[src/rtl/mem_stage_pkg.sv]
// Shared types for the memory access stage: operation codes and sequencer states.
// No logic of its own, so no latency.
// No handshake of its own, so no backpressure.
package mem_stage_pkg;

    localparam int DEF_REGI_CONT = 4;
    localparam int DEF_VECT_CONT = 2;

    // Codes 5..7 are not listed and decode as pass-through.
    typedef enum logic [2:0] {
        OP_PASS = 3'd0,
        OP_SLD  = 3'd1,
        OP_SST  = 3'd2,
        OP_VLD  = 3'd3,
        OP_VST  = 3'd4
    } op_e;

    typedef enum logic [1:0] {
        ST_IDLE  = 2'd0,
        ST_WRITE = 2'd1,
        ST_READ  = 2'd2,
        ST_DRAIN = 2'd3
    } state_e;

endpackage

[src/rtl/mem_lane_counter.sv]
// Lane index for a memory sequence, with a flag on the final lane.
// The index updates 1 cycle after load/step; the last flag is combinational on the index.
// No handshake: the owner decides when to load and step.
module mem_lane_counter #(
    parameter int W = 2
) (
    input  logic         clk,
    input  logic         rst,
    input  logic         load,
    input  logic [W-1:0] len_m1,
    input  logic         step,
    output logic [W-1:0] lane,
    output logic         last
);

    logic [W-1:0] len_q;

    // Restart at lane 0 with a new length on load, otherwise advance on step.
    always_ff @(posedge clk or posedge rst) begin
        if (rst) begin
            lane  <= '0;
            len_q <= '0;
        end else if (load) begin
            lane  <= '0;
            len_q <= len_m1;
        end else if (step) begin
            lane  <= lane + W'(1);
        end
    end

    assign last = (lane == len_q);

endmodule

[src/rtl/mem_access_stage.sv]
// Memory stage: pass-through results retire directly; loads/stores are sequenced one word per cycle.
// PASS retires 1 cycle after accept, stores N+1 cycles, loads N+2 cycles (N = 1 scalar, VECT_SIZE vector).
// ready_o is low for the whole duration of a load/store sequence; PASS keeps full throughput.
module mem_access_stage
    import mem_stage_pkg::*;
#(
    parameter  int REGI_CONT = DEF_REGI_CONT,
    parameter  int VECT_CONT = DEF_VECT_CONT,
    localparam int REGI_SIZE = 2**REGI_CONT,
    localparam int VECT_SIZE = 2**VECT_CONT
) (
    input  logic                           clk_i,
    input  logic                           rst_i,
    input  logic                           valid_i,
    output logic                           ready_o,
    input  logic [2:0]                     op_i,
    input  logic [REGI_CONT-1:0]           dest_i,
    input  logic [REGI_SIZE-1:0]           addr_i,
    input  logic [REGI_SIZE-1:0]           alu_i,
    input  logic [VECT_SIZE*REGI_SIZE-1:0] wdata_i,
    output logic                           mem_we_o,
    output logic [REGI_SIZE-1:0]           mem_a_o,
    output logic [REGI_SIZE-1:0]           mem_wd_o,
    input  logic [REGI_SIZE-1:0]           mem_rd_i,
    output logic                           wb_valid_o,
    output logic                           wb_reg_we_o,
    output logic                           wb_vec_o,
    output logic [REGI_CONT-1:0]           wb_dest_o,
    output logic [VECT_SIZE*REGI_SIZE-1:0] wb_data_o
);

    localparam int WD = VECT_SIZE * REGI_SIZE;

    state_e               state_q, state_d;
    op_e                  op_in, op_q;
    logic                 is_ld_in, is_st_in, is_vec_in;
    logic                 accept;
    logic                 cnt_load, cnt_step;
    logic [VECT_CONT-1:0] len_m1_in;
    logic [VECT_CONT-1:0] lane, nxt_lane;
    logic                 last;
    logic [REGI_SIZE-1:0] nxt_addr;
    logic [REGI_CONT-1:0] dest_q;
    logic [REGI_SIZE-1:0] base_q;
    logic [REGI_SIZE-1:0] wlane_q [VECT_SIZE];
    logic [REGI_SIZE-1:0] rbuf_q  [VECT_SIZE];
    logic                 cap_vld_q;
    logic [VECT_CONT-1:0] cap_idx_q;
    logic [WD-1:0]        rd_merged;

    assign op_in     = op_e'(op_i);
    assign is_ld_in  = (op_in == OP_SLD) || (op_in == OP_VLD);
    assign is_st_in  = (op_in == OP_SST) || (op_in == OP_VST);
    assign is_vec_in = (op_in == OP_VLD) || (op_in == OP_VST);
    assign len_m1_in = is_vec_in ? '1 : '0;

    assign ready_o = (state_q == ST_IDLE) && !rst_i;
    assign accept  = valid_i && ready_o;

    // Address and lane of the word after the current one; wraps modulo the address width.
    assign nxt_lane = lane + VECT_CONT'(1);
    assign nxt_addr = base_q + REGI_SIZE'(nxt_lane);

    mem_lane_counter #(
        .W(VECT_CONT)
    ) u_lane_cnt (
        .clk    (clk_i),
        .rst    (rst_i),
        .load   (cnt_load),
        .len_m1 (len_m1_in),
        .step   (cnt_step),
        .lane   (lane),
        .last   (last)
    );

    // Captured load lanes, with the word arriving this cycle folded in so DRAIN can retire directly.
    always_comb begin
        rd_merged = '0;
        for (int k = 0; k < VECT_SIZE; k++) begin
            rd_merged[k*REGI_SIZE +: REGI_SIZE] =
                (cap_vld_q && (cap_idx_q == VECT_CONT'(k))) ? mem_rd_i : rbuf_q[k];
        end
    end

    // Sequencer state register.
    always_ff @(posedge clk_i or posedge rst_i) begin
        if (rst_i) begin
            state_q <= ST_IDLE;
        end else begin
            state_q <= state_d;
        end
    end

    // Next state and lane counter control.
    always_comb begin
        state_d  = state_q;
        cnt_load = 1'b0;
        cnt_step = 1'b0;
        case (state_q)
            ST_IDLE: begin
                if (accept) begin
                    cnt_load = 1'b1;
                    if (is_st_in) begin
                        state_d = ST_WRITE;
                    end else if (is_ld_in) begin
                        state_d = ST_READ;
                    end
                end
            end
            ST_WRITE: begin
                if (last) state_d = ST_IDLE;
                else      cnt_step = 1'b1;
            end
            ST_READ: begin
                if (last) state_d = ST_DRAIN;
                else      cnt_step = 1'b1;
            end
            ST_DRAIN: begin
                state_d = ST_IDLE;
            end
            default: state_d = ST_IDLE;
        endcase
    end

    // Request latch, memory port, read capture and retire outputs.
    always_ff @(posedge clk_i or posedge rst_i) begin
        if (rst_i) begin
            op_q        <= OP_PASS;
            dest_q      <= '0;
            base_q      <= '0;
            cap_vld_q   <= 1'b0;
            cap_idx_q   <= '0;
            mem_we_o    <= 1'b0;
            mem_a_o     <= '0;
            mem_wd_o    <= '0;
            wb_valid_o  <= 1'b0;
            wb_reg_we_o <= 1'b0;
            wb_vec_o    <= 1'b0;
            wb_dest_o   <= '0;
            wb_data_o   <= '0;
            for (int k = 0; k < VECT_SIZE; k++) begin
                wlane_q[k] <= '0;
                rbuf_q[k]  <= '0;
            end
        end else begin
            wb_valid_o <= 1'b0;
            mem_we_o   <= 1'b0;
            cap_vld_q  <= 1'b0;
            if (cap_vld_q) begin
                rbuf_q[cap_idx_q] <= mem_rd_i;
            end
            case (state_q)
                ST_IDLE: begin
                    if (accept) begin
                        op_q   <= op_in;
                        dest_q <= dest_i;
                        base_q <= addr_i;
                        for (int k = 0; k < VECT_SIZE; k++) begin
                            wlane_q[k] <= wdata_i[k*REGI_SIZE +: REGI_SIZE];
                            rbuf_q[k]  <= '0;
                        end
                        if (is_st_in) begin
                            mem_we_o <= 1'b1;
                            mem_a_o  <= addr_i;
                            mem_wd_o <= wdata_i[REGI_SIZE-1:0];
                        end else if (is_ld_in) begin
                            mem_a_o  <= addr_i;
                        end else begin
                            wb_valid_o  <= 1'b1;
                            wb_reg_we_o <= 1'b1;
                            wb_vec_o    <= 1'b0;
                            wb_dest_o   <= dest_i;
                            wb_data_o   <= WD'(alu_i);
                        end
                    end
                end
                ST_WRITE: begin
                    if (!last) begin
                        mem_we_o <= 1'b1;
                        mem_a_o  <= nxt_addr;
                        mem_wd_o <= wlane_q[nxt_lane];
                    end else begin
                        wb_valid_o  <= 1'b1;
                        wb_reg_we_o <= 1'b0;
                        wb_vec_o    <= (op_q == OP_VST);
                        wb_dest_o   <= dest_q;
                    end
                end
                ST_READ: begin
                    // The word addressed now returns next cycle; remember which lane it is.
                    cap_vld_q <= 1'b1;
                    cap_idx_q <= lane;
                    if (!last) begin
                        mem_a_o <= nxt_addr;
                    end
                end
                ST_DRAIN: begin
                    wb_valid_o  <= 1'b1;
                    wb_reg_we_o <= 1'b1;
                    wb_vec_o    <= (op_q == OP_VLD);
                    wb_dest_o   <= dest_q;
                    wb_data_o   <= rd_merged;
                end
                default: ;
            endcase
        end
    end

endmodule

[config.mk]
export PLATFORM = sky130hd
export DESIGN_NAME = mem_access_stage
export DESIGN_NICKNAME = d
export VERILOG_FILES = /design/src/rtl/mem_stage_pkg.sv /design/src/rtl/mem_lane_counter.sv /design/src/rtl/mem_access_stage.sv
export SDC_FILE = /design/constraint.sdc
export NUM_CORES = 1
export LEC_CHECK = 0
export CAP_MARGIN = 20
export CORE_UTILIZATION = 46
export DETAILED_ROUTE_END_ITERATION = 10
export PLACE_DENSITY_LB_ADDON = 0.05
export SYNTH_ARGS = -nofsm -noshare
export SYNTH_HDL_FRONTEND = slang
export SYNTH_SLANG_ARGS = --single-unit
export TNS_END_PERCENT = 20
[constraint.sdc]
create_clock -name clk_i -period 7.4 [get_ports clk_i]
set_input_delay 0.74 -clock clk_i [delete_from_list [all_inputs] [get_ports clk_i]]
set_output_delay 0.74 -clock clk_i [all_outputs]
set_load 0.005 [all_outputs]
==> run summary <==
status = complete, no violations
share of the synthesized area in the top cell type = 0.5783
VDD IR max = 0.1939 mV
CTS tree = done
Syn-to-layout area delta = 30.10%
pin count of the biggest net entering global routing = 91
all-layer global routing usage = 0.2234
sequential fraction of the synthesis area = 0.5783
Synth cell types = 49
Final Cycle Share = 0.4301
hold crit path type = reg2reg
routed length on met1 = 12.39 mm
Seq cells post-synth = 263
CP delay by family, top = compound AO/OA/AOI/OAI gates
unrepaired setup endpoints after global routing = false
Leakage Power = 7.102 nW
CP Data Arrival Time = 3.61 ns
top post-synthesis cells by area = dfrtp_1, nand2_1, mux2i_1
I/O pins = 227
Non-Filler Cell Area, Final = 14810 um^2
Die ar. = 25370 um^2
Data required, critical path = 7.82 ns
syn nets = 1249
max incr delay on CP = 0.85 ns
FF-to-FF path depth = 6
Worst-Margin Slew = 1.071 ns
vias post-DR = 8439
Slew Limit Fails = 0
initial antenna violation count = 2
CP Launch Type = flop
kind of critical path = reg2reg
Cell Area, Synth = 11380 um^2
met2 wire length = 13.14 mm
CTS H-Tree Depth = 1
CP max-delay cell = and3b_4
clk root buf = clkbuf_16
worst skew pair latency = 0.54 ns
# fillers = 2093
critical path launch point = state_q[0]$_DFFE_PP0P_
core footprint = 24320 um^2
commonest cells after routing, fill and taps aside = nand2_1, dfrtp_1, clkdlybuf4s50_1
fmax = 0.3142 GHz
CP max FO = 70
Die W = 159.3 um
Post-CTS Setup Inserts = 0
TNS Setup = 0 ns
Max Cap Violations = 0
ant diodes = 0
Hold Buf Count CTS = 0
grt ovf = 0
Slew headroom = 0.2837
PD cells = 424.9 nW/um^2
port buffer count = 226
Synth Instances = 1119
first-pass GRT wire length = 45.30 mm
WHS Path Cells = 2
post-synthesis cell type with the largest combined area = dfrtp_1
initial DRC count = 463
min-delay src = wlane_q[27]$_DFFE_PP0P_
hpwl dp = 17.79 mm
CP Depth = 6
post-DR wirelength/cell = 16.57 um
worst path bufs/invs = 1
DRT Pass-1 Iters = 5
Met3 Wirelength = 1.552 mm
Crit. End Element = flop
Total Nets Final = 1453
drt drc = 0
CTS Buf Count = 28
crit-path cells = inv_1, ha_1, and3b_4, a31oi_1, a211o_2, o41ai_2
FP Rows = 57
Routed Antenna Nets = 0
min Tclk post-route = 3.183 ns
dpl cell area = 13870 um^2
die height = 159.3 um
clock slew seen by the registers of the worst setup and hold paths = 0.06 ns
gpl congestion = 0.7663
Initial Util = 0.4679
wirelength, routed = 27.66 mm
Crit Reg-Reg Startpoint = state_q[0]$_DFFE_PP0P_
commonest non-fill, non-tap cell in the layout = nand2_1
CTS resizes = 0
number of global-route vias before repair = 8299
CTS Buffer Depth = 3
Top Layer Used = met4
average size of a mapped cell = 10.17 um^2
Worst Clk Skew = 0.02584 ns
share of post-route cells with drive strength above 1 = 0.09071
CTS Sinks = 263
via/cell ratio = 5.056
endpoints failing hold = 0
Synthesis Warnings = 0
Final setup viols = 0
[tightest hold or removal path, delay by kind of cell (launching register included)]
kind             cells  cell delay [ns]
flip-flops           1             0.33
AND/OR/NAND/NOR      2             0.10
[path summary, 6_finish.rpt]
check                                                to  slack [ns]
worst max-delay path            mem_a_o[13]$_DFFE_PP0P_        4.22
worst min register to register  wlane_q[27]$_DFFE_PP0P_        0.47
min in group asynchronous       mem_a_o[14]$_DFFE_PP0P_        0.89
worst min-delay path            wlane_q[27]$_DFFE_PP0P_        0.47
worst max register to register  mem_a_o[13]$_DFFE_PP0P_        4.22
max in group asynchronous        state_q[0]$_DFFE_PP0P_        5.02
[Yosys cell counts, drive strengths merged]
cell	number
a21oi	7
xor2	6
mux2i	92
inv	7
buf	24
nor4	1
and3b	1
a211o	1
o41ai	1
xnor2	8
o21ai	113
o31ai	3
and4	1
o21a	2
fa	1
dfrtp	263
nor4b	3
and2	2
or2	1
ha	7
or3	1
nand2	384
nand4b	1
a31oi	2
or4b	1
nand3b	4
nor3b	2
clkbuf	42
nand4	4
mux4	16
clkinv	1
nand2b	3
and3	4
mux2	12
a32o	1
nand3	5
a211oi	1
o221ai	1
nor3	8
nor2	82
[cells by family after synthesis]
kind of cell,share of synthesized area
buffers and inverters,0.02903
adders and majority gates,0.009455
muxes,0.1245
and+or+nand+nor,0.1786
xor gates and xnor gates,0.01078
AOI/OAI and AO/OA,0.06938
DFF,0.5783
[cell type report]
cell class,count,area (um^2),area share
sequential,263,6581,0.4445
timing repair buffer,240,2384,0.1610
clock inverter,17,148.9,0.01006
inverter,8,33.78,0.002282
multi-input combinational,782,4496,0.3036
tap,324,405.4,0.02738
clock buffer,35,757.0,0.05113
[stage by stage]
step                      std cells  total power, mW  setup slack, ns  hold WS (ns)  utilization
final                          1669            6.291            4.217        0.4668       0.6088
after floorplan                1119            3.997            3.190        0.4403            -
after CTS                      1667            6.359            4.192        0.4743       0.6075
after detailed placement       1615            4.960            3.876        0.4592       0.5703
after global placement         1615            4.888            3.891        0.4527       0.5703
after global routing           1669            6.767            3.989        0.4917       0.6088
[flip-flops by register name (all words and copies together) (netlist names), 3 cells and up]
register   count
base_q        16
dest_q         4
mem_a_o       16
mem_wd_o      16
op_q           3
rbuf_q        64
wb_data_o     64
wb_dest_o      4
wlane_q       64
[routing by layer]
metal	track usage	vias to the layer above
met2	0.3563	219
met1	0.3185	4084
met4	0.05114	0
li1	-	4101
met5	0	-
met3	0.04194	35
[where the power goes]
part           switching (mW)  internal, mW  total, mW
clock network           0.578         0.796       1.37
logic                    1.23          1.23       2.46
registers               0.367          2.09       2.46
total                    2.18          4.11       6.29
Note: power is estimated with default switching activity, not from simulation.
